## src/rtl/harv_dmem_wb_bridge.sv

```systemverilog
// rtl/harv_dmem_wb_bridge.sv - harv core dmem request/grant port to single-outstanding Wishbone data bus
module harv_dmem_wb_bridge #(
  parameter int unsigned TIMEOUT_CYCLES = 255
) (
  input  logic        clk,
  input  logic        rst,
  input  logic        dmem_req_i,
  input  logic        dmem_wren_i,
  input  logic [1:0]  dmem_ben_i,
  input  logic        dmem_usgn_i,
  input  logic [31:0] dmem_addr_i,
  input  logic [31:0] dmem_wdata_i,
  output logic        dmem_gnt_o,
  output logic        dmem_err_o,
  output logic [31:0] dmem_rdata_o,
  output logic        data_mem_cyc_o,
  output logic        data_mem_stb_o,
  output logic        data_mem_we_o,
  output logic [3:0]  data_mem_wstrb_o,
  output logic [31:0] data_mem_addr_o,
  output logic [31:0] data_mem_data_o,
  input  logic [31:0] data_mem_data_i,
  input  logic        data_mem_ack_i
);

  typedef enum logic [1:0] {S_IDLE, S_BUS, S_DONE} state_t;

  state_t      r_state;
  logic [31:0] r_cnt;
  logic [1:0]  r_off;
  logic [1:0]  r_size;
  logic        r_usgn;
  logic        r_gnt;
  logic        r_err;
  logic [31:0] r_rdata;
  logic        r_cyc;
  logic        r_we;
  logic [3:0]  r_wstrb;
  logic [31:0] r_addr;
  logic [31:0] r_wdata;

  logic        w_word;
  logic        w_half;
  logic        w_misal;
  logic [3:0]  w_strb;
  logic [31:0] w_wlanes;
  logic [31:0] w_shift;
  logic [31:0] w_load;
  logic        w_expire;

  assign w_word  = dmem_ben_i[1];
  assign w_half  = (dmem_ben_i == 2'b01);
  assign w_misal = (w_word && (dmem_addr_i[1:0] != 2'b00)) || (w_half && dmem_addr_i[0]);

  always_comb begin
    w_strb   = 4'b0001 << dmem_addr_i[1:0];
    w_wlanes = {4{dmem_wdata_i[7:0]}};
    if (w_word) begin
      w_strb   = 4'b1111;
      w_wlanes = dmem_wdata_i;
    end else if (w_half) begin
      w_strb   = 4'b0011 << dmem_addr_i[1:0];
      w_wlanes = {2{dmem_wdata_i[15:0]}};
    end
  end

  // Load lane extraction uses the offset/size captured at request time.
  assign w_shift = data_mem_data_i >> {r_off, 3'b000};

  always_comb begin
    w_load = w_shift;
    if (!r_size[1]) begin
      if (r_size[0])
        w_load = {{16{w_shift[15] & ~r_usgn}}, w_shift[15:0]};
      else
        w_load = {{24{w_shift[7] & ~r_usgn}}, w_shift[7:0]};
    end
  end

  // Count starts at 0 on the first BUS cycle, so expiry is the last allowed cycle.
  assign w_expire = (TIMEOUT_CYCLES != 0) && (r_cnt == (32'(TIMEOUT_CYCLES) - 32'd1));

  always_ff @(posedge clk or posedge rst) begin
    if (rst) begin
      r_state <= S_IDLE;
      r_cnt   <= '0;
      r_off   <= '0;
      r_size  <= '0;
      r_usgn  <= 1'b0;
      r_gnt   <= 1'b0;
      r_err   <= 1'b0;
      r_rdata <= '0;
      r_cyc   <= 1'b0;
      r_we    <= 1'b0;
      r_wstrb <= '0;
      r_addr  <= '0;
      r_wdata <= '0;
    end else begin
      r_gnt <= 1'b0;
      case (r_state)
        S_IDLE: begin
          if (dmem_req_i) begin
            if (w_misal) begin
              r_gnt   <= 1'b1;
              r_err   <= 1'b1;
              r_rdata <= '0;
              r_state <= S_DONE;
            end else begin
              r_cyc   <= 1'b1;
              r_we    <= dmem_wren_i;
              r_wstrb <= w_strb;
              r_addr  <= {dmem_addr_i[31:2], 2'b00};
              r_wdata <= w_wlanes;
              r_off   <= dmem_addr_i[1:0];
              r_size  <= dmem_ben_i;
              r_usgn  <= dmem_usgn_i;
              r_cnt   <= '0;
              r_state <= S_BUS;
            end
          end
        end
        S_BUS: begin
          if (data_mem_ack_i) begin
            r_cyc   <= 1'b0;
            r_gnt   <= 1'b1;
            r_err   <= 1'b0;
            r_rdata <= r_we ? 32'd0 : w_load;
            r_state <= S_DONE;
          end else if (w_expire) begin
            r_cyc   <= 1'b0;
            r_gnt   <= 1'b1;
            r_err   <= 1'b1;
            r_rdata <= '0;
            r_state <= S_DONE;
          end else begin
            r_cnt <= r_cnt + 32'd1;
          end
        end
        S_DONE: begin
          r_err   <= 1'b0;
          r_rdata <= '0;
          r_state <= S_IDLE;
        end
        default: r_state <= S_IDLE;
      endcase
    end
  end

  assign dmem_gnt_o       = r_gnt;
  assign dmem_err_o       = r_err;
  assign dmem_rdata_o     = r_rdata;
  assign data_mem_cyc_o   = r_cyc;
  assign data_mem_stb_o   = r_cyc;
  assign data_mem_we_o    = r_we;
  assign data_mem_wstrb_o = r_wstrb;
  assign data_mem_addr_o  = r_addr;
  assign data_mem_data_o  = r_wdata;

endmodule

```

## config.mk

```make
export PLATFORM = sky130hd
export DESIGN_NAME = harv_dmem_wb_bridge
export DESIGN_NICKNAME = d
export VERILOG_FILES = /design/src/rtl/harv_dmem_wb_bridge.sv
export SDC_FILE = /design/constraint.sdc
export NUM_CORES = 1
export LEC_CHECK = 0
export CORE_MARGIN = 3
export CORE_UTILIZATION = 43
export DETAILED_ROUTE_END_ITERATION = 8
export PLACE_DENSITY = 0.81
export SYNTH_ARGS = -nofsm -noshare
export SYNTH_HDL_FRONTEND = slang
export SYNTH_SLANG_ARGS = --single-unit
```

## constraint.sdc

```tcl
create_clock -name clk -period 4.7 [get_ports clk]
set_input_delay 0.94 -clock clk [delete_from_list [all_inputs] [get_ports clk]]
set_output_delay 0.94 -clock clk [all_outputs]
set_load 0.02 [all_outputs]
```

==> out/qor.csv <==
metric,value,unit
status,completed,
n_antenna_cell,0,
ys_seq_area_share,49.6,%
die_w,135,um
remaining_drc_errors,0,
dp_hpwl,13700,um
hold_class,reg2reg,
port_buffers,206,
post-cts-setup-buffer-count,0,
synth-xor-area-share,0.861,%
synth.area.top_cells,"dfrtp_1 (50%), mux2_2 (12%), nor2_1 (3.8%)",
post_synth_and_or_nand_nor_area_fraction,17.6,%
power_density,555,nW/um^2
slew_viol_final,0,
wl,19200,um
synth_compound_area_share,11.9,%
nets,993,
path_clk_slew,0.06,ns
grt_util_met3,8.53,%
cts_buffer_depth,2,
post-synth-top-area-fraction,49.6,%
critPathCaptureType,register,
cts_tree,done,
crit_fanout,9,
max_freq,319,MHz
fin_skew,0.00786,ns
drt_first_iter_violations,408,
ctsResizeCount,0,
setup_viol_count_final,0,
synth_top_family_by_area,simple AND/OR/NAND/NOR gates,
vdd_drop_max,0.424,mV
ys_types,49,
htree_num_levels,4,
vias,6167,
coreArea,16100,sq um
cp.required,5.05,ns
grt_pass1_vias,6162,
leakage,4.21,nW
grt_max_degree,74,
rsz0062_at_grt,no,
crit_arrival,3.49,ns
area_growth,39.6,%
antenna_found_initial,0,
pin_count,209,
die_area,18100,sq um
synthMuxAreaShare,15.7,%
gp_congestion,0.892,
viasPerCell,5.54,
synth_fa_ha_area_share,0.879,%
post-route-util,61.9,%
final_common_cell,clkdlybuf4s50_1,
layout_common_cells,"clkdlybuf4s50_1 (206), dfrtp_1 (141), mux2_2 (75), nor2_1 (73), nand2_1 (52)",
drv_cap,0,
finalSetupTns,0,ns
worst_slew_pin_slew,1.09,ns
grtUsageMet2,34.7,%
period_share,66.6,%
use_met1,26.9,%
cts_root_buf,clkbuf_16,
maxSlewHeadroom,27.1,%
synth_area,7120,sq um
ys_ff_latch,141,
hold_buffers,0,
cts_made_buffers,17,
synth_cells,692,
synth-main-ff-cell,dfrtp_1,
ant_nets,0,
grt_most_used_layer,met2,
gr-total-overflow,0,
worstSetupPathType,in2reg,
clkSinkCount,141,
insertion_delay,0.42,ns
grt_pass1_wl,31400,um
dieHeight,135,um
period_needed,3.13,ns
synth_top_area_cell,dfrtp_1,
first_pass_iters,5,
synthArstFlopShare,100,%
start_kind,input port,
start_util,44.3,%
track_usage,21.6,%
wire_per_inst,17.2,um
hold_viol_final,0,
final_layout_size_suffix_gt1_share,13.7,%
std_cell_rows,46,
postSynthAreaPerCell,10.3,sq um
yosys_warnings,0,
synth_edf_count,0,
[path summary, 6_finish.rpt]
check                                           startpoint                              end  slack, ns  cells past startpoint
max                                         data_mem_ack_i            r_cnt[23]$_DFFE_PP0P_       1.57                      6
min                        data_mem_data_o[12]$_DFFE_PP0P_  data_mem_data_o[12]$_DFFE_PP0P_       0.48                      2
max reg2reg                           r_cnt[0]$_DFFE_PP0P_     dmem_rdata_o[27]$_DFFE_PP0P_       1.88                      7
min reg2reg                data_mem_data_o[12]$_DFFE_PP0P_  data_mem_data_o[12]$_DFFE_PP0P_       0.48                      2
max in group asynchronous                              rst  data_mem_addr_o[25]$_DFFE_PP0P_       2.76                      3
min in group asynchronous                              rst     dmem_rdata_o[27]$_DFFE_PP0P_       1.04                      2
[cells by family after synthesis]
logic type,after synthesis
flip-flops,141
AO/OA/AOI/OAI,131
other,1
XOR/XNOR,7
adder cells (fa/ha/maj),5
multiplexers,101
AND/OR/NAND/NOR,249
buffers and inverters,57
[layout make-up]
type | instances | area [sq um]
fill | 1298 | 6120
multi-input combinational | 495 | 3380
inverter | 12 | 48.8
sequential | 141 | 3530
tap | 216 | 270
timing repair buffer | 217 | 2160
clock buffer | 20 | 447
clock inverter | 12 | 114
[routing by layer]
metal	vias to the layer above	share of wire [%]	wire (um)
met3	20	9.9	1890
li1	2883	-	-
met2	262	48	9180
met5	-	0	0
met1	3002	41	7810
met4	0	1.5	283
[power by group]
part           internal, W  switching [W]
logic              0.00116        0.00128
registers          0.00158       0.000215
clock network     0.000745       0.000532
[cells in the mapped netlist (2+ instances only)]
| master | count |
|---|---|
| nor2_1 | 73 |
| or4_1 | 9 |
| a31oi_1 | 2 |
| nor3_1 | 5 |
| buf_4 | 3 |
| a21oi_1 | 28 |
| nor4b_1 | 2 |
| mux2_2 | 75 |
| mux2i_1 | 25 |
| nand2b_1 | 3 |
| or3_1 | 14 |
| o31ai_1 | 24 |
| a41oi_1 | 2 |
| nor2b_1 | 27 |
| nor4_1 | 11 |
| and3_1 | 9 |
| xor2_1 | 5 |
| nand4_1 | 13 |
| ha_1 | 5 |
| buf_1 | 5 |
| buf_2 | 10 |
| clkbuf_1 | 26 |
| nand3_1 | 16 |
| and4_1 | 2 |
| and2b_1 | 6 |
| o21ai_0 | 32 |
| o2bb2ai_1 | 2 |
| nand2_1 | 53 |
| inv_1 | 12 |
| and2_1 | 3 |
| xnor2_1 | 2 |
| dfrtp_1 | 141 |
| o211ai_1 | 2 |
| a211oi_1 | 30 |
[state kept, by name, summed over array words and instances (netlist names)]
signal	flops
dmem_err_o	1
r_off	2
dmem_gnt_o	1
data_mem_data_o	32
r_state	2
data_mem_wstrb_o	4
data_mem_cyc_o	1
r_size	2
data_mem_addr_o	30
dmem_rdata_o	32
data_mem_we_o	1
r_usgn	1
r_cnt	32
[stage by stage]
| stage | instances | worst slack (ns) | total power (W) | hold WS [ns] | instance area, sq um |
|---|---|---|---|---|---|
| after floorplan | 693 | 1.94 | 0.00319 | 0.484 | 7130 |
| after global placement | 1081 | 1.27 | 0.00422 | 0.455 | 9380 |
| after detailed placement | 1081 | 1.21 | 0.00425 | 0.467 | 9380 |
| after CTS | 1113 | 1.64 | 0.00556 | 0.481 | 9940 |
| after global routing | 1113 | 1.44 | 0.00583 | 0.514 | 9940 |
| final | 1113 | 1.57 | 0.00552 | 0.477 | 9940 |
[critical path: stages]
cell	delay, ns
clkdlybuf4s50_1	0.57
and2_1	0.28
nor2_1	0.42
nand4_1	0.44
or4b_2	0.74
nand2_1	0.09
Note: power is estimated with default switching activity, not from simulation.
